<file path="src/rtl/vga_timing_pkg.sv">
// Shared types and default timing constants for the VGA raster generator.
// Used by vga_timing_gen and vga_axis_counter.
package vga_timing_pkg;

  typedef logic [9:0] coord_t;

  localparam int DEF_H_VISIBLE = 640;
  localparam int DEF_H_FP      = 16;
  localparam int DEF_H_SYNC    = 96;
  localparam int DEF_H_BP      = 48;
  localparam int DEF_V_VISIBLE = 480;
  localparam int DEF_V_FP      = 10;
  localparam int DEF_V_SYNC    = 2;
  localparam int DEF_V_BP      = 33;

  localparam int H_TOTAL = DEF_H_VISIBLE + DEF_H_FP + DEF_H_SYNC + DEF_H_BP;
  localparam int V_TOTAL = DEF_V_VISIBLE + DEF_V_FP + DEF_V_SYNC + DEF_V_BP;

endpackage

</file>
<file path="src/rtl/vga_axis_counter.sv">
// Single raster axis counter: counts 0..MAX-1 while enabled and wraps to 0.
// Ports:
//   clk_i    pixel clock
//   rst_i    synchronous active-high reset
//   en_i     advance the count this cycle
//   count_o  registered count
//   next_o   value count_o takes on the next edge (used for registered decode)
//   wrap_o   high when the count wraps on the next edge
module vga_axis_counter
  import vga_timing_pkg::*;
#(
  parameter int MAX = 800
) (
  input  logic   clk_i,
  input  logic   rst_i,
  input  logic   en_i,
  output coord_t count_o,
  output coord_t next_o,
  output logic   wrap_o
);

  coord_t count_q, count_d;

  assign wrap_o = en_i && (count_q == coord_t'(MAX - 1));

  always_comb begin
    count_d = count_q;
    if (wrap_o) begin
      count_d = '0;
    end else if (en_i) begin
      count_d = count_q + coord_t'(1);
    end
  end

  always_ff @(posedge clk_i) begin
    if (rst_i) begin
      count_q <= '0;
    end else begin
      count_q <= count_d;
    end
  end

  assign count_o = count_q;
  assign next_o  = count_d;

endmodule

</file>
<file path="src/rtl/vga_timing_gen.sv">
// VGA raster timing source. Free-running pixel/line counters with registered
// blank, hs, vs, line_start and frame_start aligned to DrawX/DrawY.
// Optional feature macro: VGA_FRAME_CNT_EN adds the frame_cnt output.
// Ports:
//   vga_clk      pixel clock, all logic on posedge
//   reset        synchronous active-high reset
//   DrawX/DrawY  current pixel / line
//   blank        1 when the current pixel is visible
//   hs/vs        active-low syncs
//   line_start   pulse on DrawX==0
//   frame_start  pulse on DrawX==0 && DrawY==0
//   frame_cnt    frames completed (VGA_FRAME_CNT_EN only)
module vga_timing_gen
  import vga_timing_pkg::*;
#(
  parameter int H_VISIBLE = DEF_H_VISIBLE,
  parameter int H_FP      = DEF_H_FP,
  parameter int H_SYNC    = DEF_H_SYNC,
  parameter int H_BP      = DEF_H_BP,
  parameter int V_VISIBLE = DEF_V_VISIBLE,
  parameter int V_FP      = DEF_V_FP,
  parameter int V_SYNC    = DEF_V_SYNC,
  parameter int V_BP      = DEF_V_BP
) (
  input  logic        vga_clk,
  input  logic        reset,
  output logic [9:0]  DrawX,
  output logic [9:0]  DrawY,
  output logic        blank,
  output logic        hs,
  output logic        vs,
  output logic        line_start,
`ifdef VGA_FRAME_CNT_EN
  output logic [15:0] frame_cnt,
`endif
  output logic        frame_start
);

  localparam int H_TOT = H_VISIBLE + H_FP + H_SYNC + H_BP;
  localparam int V_TOT = V_VISIBLE + V_FP + V_SYNC + V_BP;

  localparam coord_t H_VIS_C  = coord_t'(H_VISIBLE);
  localparam coord_t V_VIS_C  = coord_t'(V_VISIBLE);
  localparam coord_t HS_START = coord_t'(H_VISIBLE + H_FP);
  localparam coord_t HS_END   = coord_t'(H_VISIBLE + H_FP + H_SYNC);
  localparam coord_t VS_START = coord_t'(V_VISIBLE + V_FP);
  localparam coord_t VS_END   = coord_t'(V_VISIBLE + V_FP + V_SYNC);

  coord_t x_q, x_next, y_q, y_next;
  logic   h_wrap, v_wrap;

  vga_axis_counter #(.MAX(H_TOT)) u_h_cnt (
    .clk_i   (vga_clk),
    .rst_i   (reset),
    .en_i    (1'b1),
    .count_o (x_q),
    .next_o  (x_next),
    .wrap_o  (h_wrap)
  );

  // The line counter only moves on the pixel that ends a line.
  vga_axis_counter #(.MAX(V_TOT)) u_v_cnt (
    .clk_i   (vga_clk),
    .rst_i   (reset),
    .en_i    (h_wrap),
    .count_o (y_q),
    .next_o  (y_next),
    .wrap_o  (v_wrap)
  );

  logic blank_q, blank_d;
  logic hs_q, hs_d;
  logic vs_q, vs_d;
  logic ls_q, ls_d;
  logic fs_q, fs_d;

  // Decode from the next count so the registered flags line up with DrawX/DrawY.
  always_comb begin
    blank_d = (x_next < H_VIS_C) && (y_next < V_VIS_C);
    hs_d    = !((x_next >= HS_START) && (x_next < HS_END));
    vs_d    = !((y_next >= VS_START) && (y_next < VS_END));
    ls_d    = h_wrap;
    fs_d    = v_wrap;
  end

  always_ff @(posedge vga_clk) begin
    if (reset) begin
      blank_q <= 1'b0;
      hs_q    <= 1'b1;
      vs_q    <= 1'b1;
      ls_q    <= 1'b0;
      fs_q    <= 1'b0;
    end else begin
      blank_q <= blank_d;
      hs_q    <= hs_d;
      vs_q    <= vs_d;
      ls_q    <= ls_d;
      fs_q    <= fs_d;
    end
  end

  assign DrawX       = x_q;
  assign DrawY       = y_q;
  assign blank       = blank_q;
  assign hs          = hs_q;
  assign vs          = vs_q;
  assign line_start  = ls_q;
  assign frame_start = fs_q;

`ifdef VGA_FRAME_CNT_EN
  logic [15:0] frame_cnt_q, frame_cnt_d;

  always_comb begin
    frame_cnt_d = frame_cnt_q;
    if (fs_d) begin
      frame_cnt_d = frame_cnt_q + 16'd1;
    end
  end

  always_ff @(posedge vga_clk) begin
    if (reset) begin
      frame_cnt_q <= '0;
    end else begin
      frame_cnt_q <= frame_cnt_d;
    end
  end

  assign frame_cnt = frame_cnt_q;
`endif

endmodule
</file>
<file path="config.mk">
export PLATFORM = sky130hd
export DESIGN_NAME = vga_timing_gen
export DESIGN_NICKNAME = d
export VERILOG_FILES = /design/src/rtl/vga_timing_pkg.sv /design/src/rtl/vga_axis_counter.sv /design/src/rtl/vga_timing_gen.sv
export SDC_FILE = /design/constraint.sdc
export NUM_CORES = 1
export LEC_CHECK = 0
export BUFFER_PORTS_ARGS = -buffer_cell sky130_fd_sc_hd__buf_2
export CAP_MARGIN = 40
export CORE_MARGIN = 3
export CORE_UTILIZATION = 57
export DETAILED_ROUTE_END_ITERATION = 16
export GPL_ROUTABILITY_DRIVEN = 0
export HOLD_SLACK_MARGIN = 0.03
export PLACE_DENSITY = 0.83
export SLEW_MARGIN = 10
export SYNTH_ARGS = -nofsm -noshare
export SYNTH_HDL_FRONTEND = slang
export SYNTH_HIERARCHICAL = 1
export SYNTH_SLANG_ARGS = --single-unit
export TNS_END_PERCENT = 30
</file>
<file path="constraint.sdc">
create_clock -name vga_clk -period 6.51 [get_ports vga_clk]
set_input_delay 0.9765 -clock vga_clk [delete_from_list [all_inputs] [get_ports vga_clk]]
set_output_delay 0.9765 -clock vga_clk [all_outputs]
set_load 0.03 [all_outputs]
</file>
; ---- Word-level counts from Yosys, hierarchy flattened
; Index checks and enable logic that the tools add are counted.
[word_totals]
ff_bits = 25
wordCells = 26
output_inout_bits = 25
[op_classes]
reduce_logical = 6
n_lt_le_gt_ge = 6
addsub = 2
n_mux = 3
eq_ne = 2
[op_table]
columns = operator, n
row1 = 2-to-1 mux 10 bit, 3
row2 = "adder 10 x 1 -> 10 bit, second input constant", 2
row3 = "equality test 10 bit, second input constant", 2
row4 = "< comparator 10 bit, second input constant", 2
row5 = "< comparator 10 x 9 -> 1 bit, second input constant", 2
row6 = "greater-or-equal comparator 10 bit, second input constant", 1
row7 = "greater-or-equal comparator 10 x 9 -> 1 bit, second input constant", 1
row8 = logical AND 1 bit, 4
row9 = zero test 1 bit, 2

; ---- Logic depth before layout (Yosys ltp)
[logic_depth]
word_depth = 6
ltp_mapped = 11
mapped_depth_nobuf = 8

; ---- Modules after synthesis
; The synthesis kept the hierarchy.
[by_module_without_submodules]
columns = mod, area_each_um2, instances, cells_per_inst
row1 = vga_axis_counter at u_v_cnt, 570.5, 1, 65
row2 = vga_axis_counter at u_h_cnt, 531.8, 1, 59
row3 = vga_timing_gen, 190.2, 1, 18

; ---- Least setup slack after synthesis
; Ideal clock, no wire load.
[synth_timing]
kind = register to register
start = reg u_h_cnt.count_q[0], in the netlist u_h_cnt/count_o[0]
end = reg vs_q, in the netlist vs
path_slack_ns = 3.444
synth_period_minus_slack_ns = 3.066
t_required_ns = 6.376
arrival_time_ns = 2.932
setup_time_ns = 0.134
path_stages_with_launch = 11
cell_sequence = dfxtp_1 ha_1 nand4_1 nor3_2 buf_4 buf_4 nand4_4 or4b_4 nand2_1 nand4_1 or4_1
[synth_between]
elab_chain_cells = 6
[synth_rtl]
columns = item, line
row1 = "start, declared", vga_axis_counter.sv:22  ; coord_t count_q, count_d;
row2 = "start signal, assigned", vga_axis_counter.sv:39  ; count_q <= count_d;
row3 = equality test 10 bit *, vga_axis_counter.sv:24  ; assign wrap_o = en_i && (count_q == coord_t'(MAX - 1));
row4 = named net h_wrap, vga_timing_gen.sv:50  ; logic h_wrap, v_wrap;
row5 = 2-to-1 mux 10 bit or logical AND 1 bit (tied branches), "vga_axis_counter.sv:30, vga_axis_counter.sv:24"
row6 = 2-to-1 mux 10 bit *, vga_axis_counter.sv:28  ; if (wrap_o) begin
row7 = named net y_next[7], vga_timing_gen.sv:49  ; coord_t x_q, x_next, y_q, y_next;
row8 = greater-or-equal comparator 10 x 9 -> 1 bit or < comparator 10 x 9 -> 1 bit (tied branches), vga_timing_gen.sv:81  ; vs_d = !((y_next >= VS_START) && (y_next < VS_END));
row9 = logical AND 1 bit *, vga_timing_gen.sv:81
row10 = zero test 1 bit *, vga_timing_gen.sv:81
row11 = "end signal, assigned", vga_timing_gen.sv:96  ; vs_q <= vs_d;
row12 = "end, declared", vga_timing_gen.sv:73  ; logic vs_q, vs_d;
; Mark *: on every way through the listed nets, which the timed path passes. The rest lies on a longest branch.
; A chain may end at the register's enable or synchronous reset.

; ---- Worst setup path in the final report
; Ends and elaborated chain as after synthesis.

==> impl_metrics.yaml <==
routing:
  first_pass_iters: 4
  drc: 0
  wl_mm: 2.63
  routedWlPerCell_um: 13.5
  vias: 1143
  ant_nets: 0
  drt-initial-drc-count: 39
  viasPerCell: 5.86
worst_setup_path:
  arrival_ns: 3.42
  r2r-end: "vs$_SDFF_PP1_"
  cp_num_buf_inv: 1
  cp-start-kind: "register"
  slowest_stage: "or4b_4"
  cp-end-kind: "register"
  cpPeakStageDelay_ns: 0.56
  rr_worst_depth: 9
  crit_path_max_fanout: 8
  rrSetupSlack_ns: 3.29
  cp_top_family: "simple AND/OR/NAND/NOR gates"
  crit_type: "reg -> reg"
  path_cells: "ha_1, nand4_1, nor3_2, buf_4, nand4_4, or4b_4, nand2_1, nand4_1, or4_1"
  crit_top_cell: "nand4_1"
  r2r_start: "u_h_cnt/count_o[0]$_SDFF_PP0_"
  worst_ep_required_time_ns: 6.71
clock_network:
  htreeDepth: 1
  post_cts_buffers: 0
  cts_tree: "done"
  cts_resized: 0
  holdBufCountCts: 0
  clockBufferDepth: 2
  clk_root_buffer_cell: "clkbuf_4"
  clk_pin_slew_ns: 0.13
  cts.sinks: 25
  cts_inserted_buffers: 3
  clk_latency_ns: 0.31
grt:
  grt_usage: 0.196
  grt_pass1_vias: 1006
  grt_max_degree: 28
  grt_pass1_wl_mm: 4.20
  antenna_found_initial: 0
  overflow: 0
timing:
  finClkSkew_ns: 0.00454
  finalMaxSlewViolations: 0
  setup_viol: 0
  rsz0062_at_grt: "false"
  post-route-period-util: 0.495
  final_hold_viol_count: 0
  min_period_ns: 3.22
  tightestPinTransition_ns: 0.505
  max_freq_ghz: 0.310
  max_slew_margin: 0.661
  tns_ns: 0
synthesis:
  synth_cells: 138
  syn-cell-area_um2: 1280
  yosysWarnings: 6
  syn_area_per_cell_um2: 9.26
place:
  hpwl_mm: 1.97
  portBuffers: 26
  dpl_cell_area_um2: 1440
  numPlacedInstances: 191
power_and_ir_drop:
  leakage_nw: 0.636
  peakVddDrop_v: 0.000109
  powerDensity_nw_per_um2: 166
final_layout:
  fill_cells: 168
  layout_common_cells: "26 x buf_2, 25 x dfxtp_1, 14 x nand2_1"
  syn2layout_area_growth_pct: 14.5
  layout_commonest_cell: "buf_2"
  final_util: 0.716
  fin_area_um2: 1460
  nets: 174
  instances_no_fill: 195
  drive_above_1_share: 0.274
  diodes: 0
worst_hold_path:
  hold_end: "u_v_cnt/count_o[9]$_SDFF_PP0_"
  worstHoldPathCells: 2
  hp-class: "reg -> reg"
  worstHoldStart: "u_v_cnt/count_o[9]$_SDFF_PP0_"
run_status:
  status: "complete, no violations"
floorplanning:
  ioPinCount: 27
  die-area_um2: 2850
  die_w_um: 53.3
  initial_utilization: 0.626
  chipHeight_um: 53.3
  fp.coreArea_um2: 2040
  placement_rows: 16
run:
  drv_cap: 0
## metrics by stage
step | worst slack [ns] | hold slack (ns) | total power, mW
2_1_floorplan | 3.47 | 0.665 | 0.173
3_3_place_gp | 3.28 | 0.525 | 0.178
3_5_place_dp | 3.33 | 0.541 | 0.178
4_1_cts | 3.32 | 0.559 | 0.245
5_1_grt | 3.18 | 0.594 | 0.250
6_report | 3.29 | 0.558 | 0.243
## cell type report
cell class,count,area [um2],area share
repair buffers,27,138,0.0941
multi-input cells,110,757,0.518
well taps,27,33.8,0.0231
flip-flops and latches,25,500,0.342
inverters,2,7.51,0.00513
clock buffers,4,26.3,0.0180
## worst reg2reg max path: stages (launching register included)
cell and delay, ns:
dfxtp_1 0.46, ha_1 0.21, nand4_1 0.24, nor3_2 0.53, buf_4 0.27, nand4_4 0.17, or4b_4 0.56, nand2_1 0.10
nand4_1 0.10, or4_1 0.47
## routing by layer
layer / GRT usage / wire, um / share of wire
met4: 0.0766 / 27 / 0.010
met3: 0.0254 / 136 / 0.052
met2: 0.320 / 1210 / 0.46
met1: 0.259 / 1260 / 0.48
met5: 0 / 0 / 0
## report_power, final
part	internal (mW)	leakage (nW)	switching (mW)
clock network	0.0239	0.0150	0.0442
logic	0.00539	0.419	0.0112
registers	0.155	0.202	0.00301
total	0.185	0.636	0.0584
## flip-flops by register name, summed over array words and instances, names as in the netlist
name	cells
frame_start	1
u_h_cnt/count_o	10
u_v_cnt/count_o	10
vs	1
line_start	1
blank	1
hs	1
## worst max-delay path by stage
stage,endpoint,start,cells past startpoint
6_report,vs$_SDFF_PP1_,u_h_cnt/count_o[0]$_SDFF_PP0_,9
5_1_grt,vs$_SDFF_PP1_,u_h_cnt/count_o[0]$_SDFF_PP0_,9
4_1_cts,vs$_SDFF_PP1_,u_h_cnt/count_o[0]$_SDFF_PP0_,9
3_5_place_dp,vs$_SDFF_PP1_,u_h_cnt/count_o[0]$_SDFF_PP0_,9
3_3_place_gp,vs$_SDFF_PP1_,u_h_cnt/count_o[0]$_SDFF_PP0_,8
2_1_floorplan,vs$_SDFF_PP1_,u_h_cnt/count_o[0]$_SDFF_PP0_,10
No activity file was read; power rests on OpenSTA's default activity.
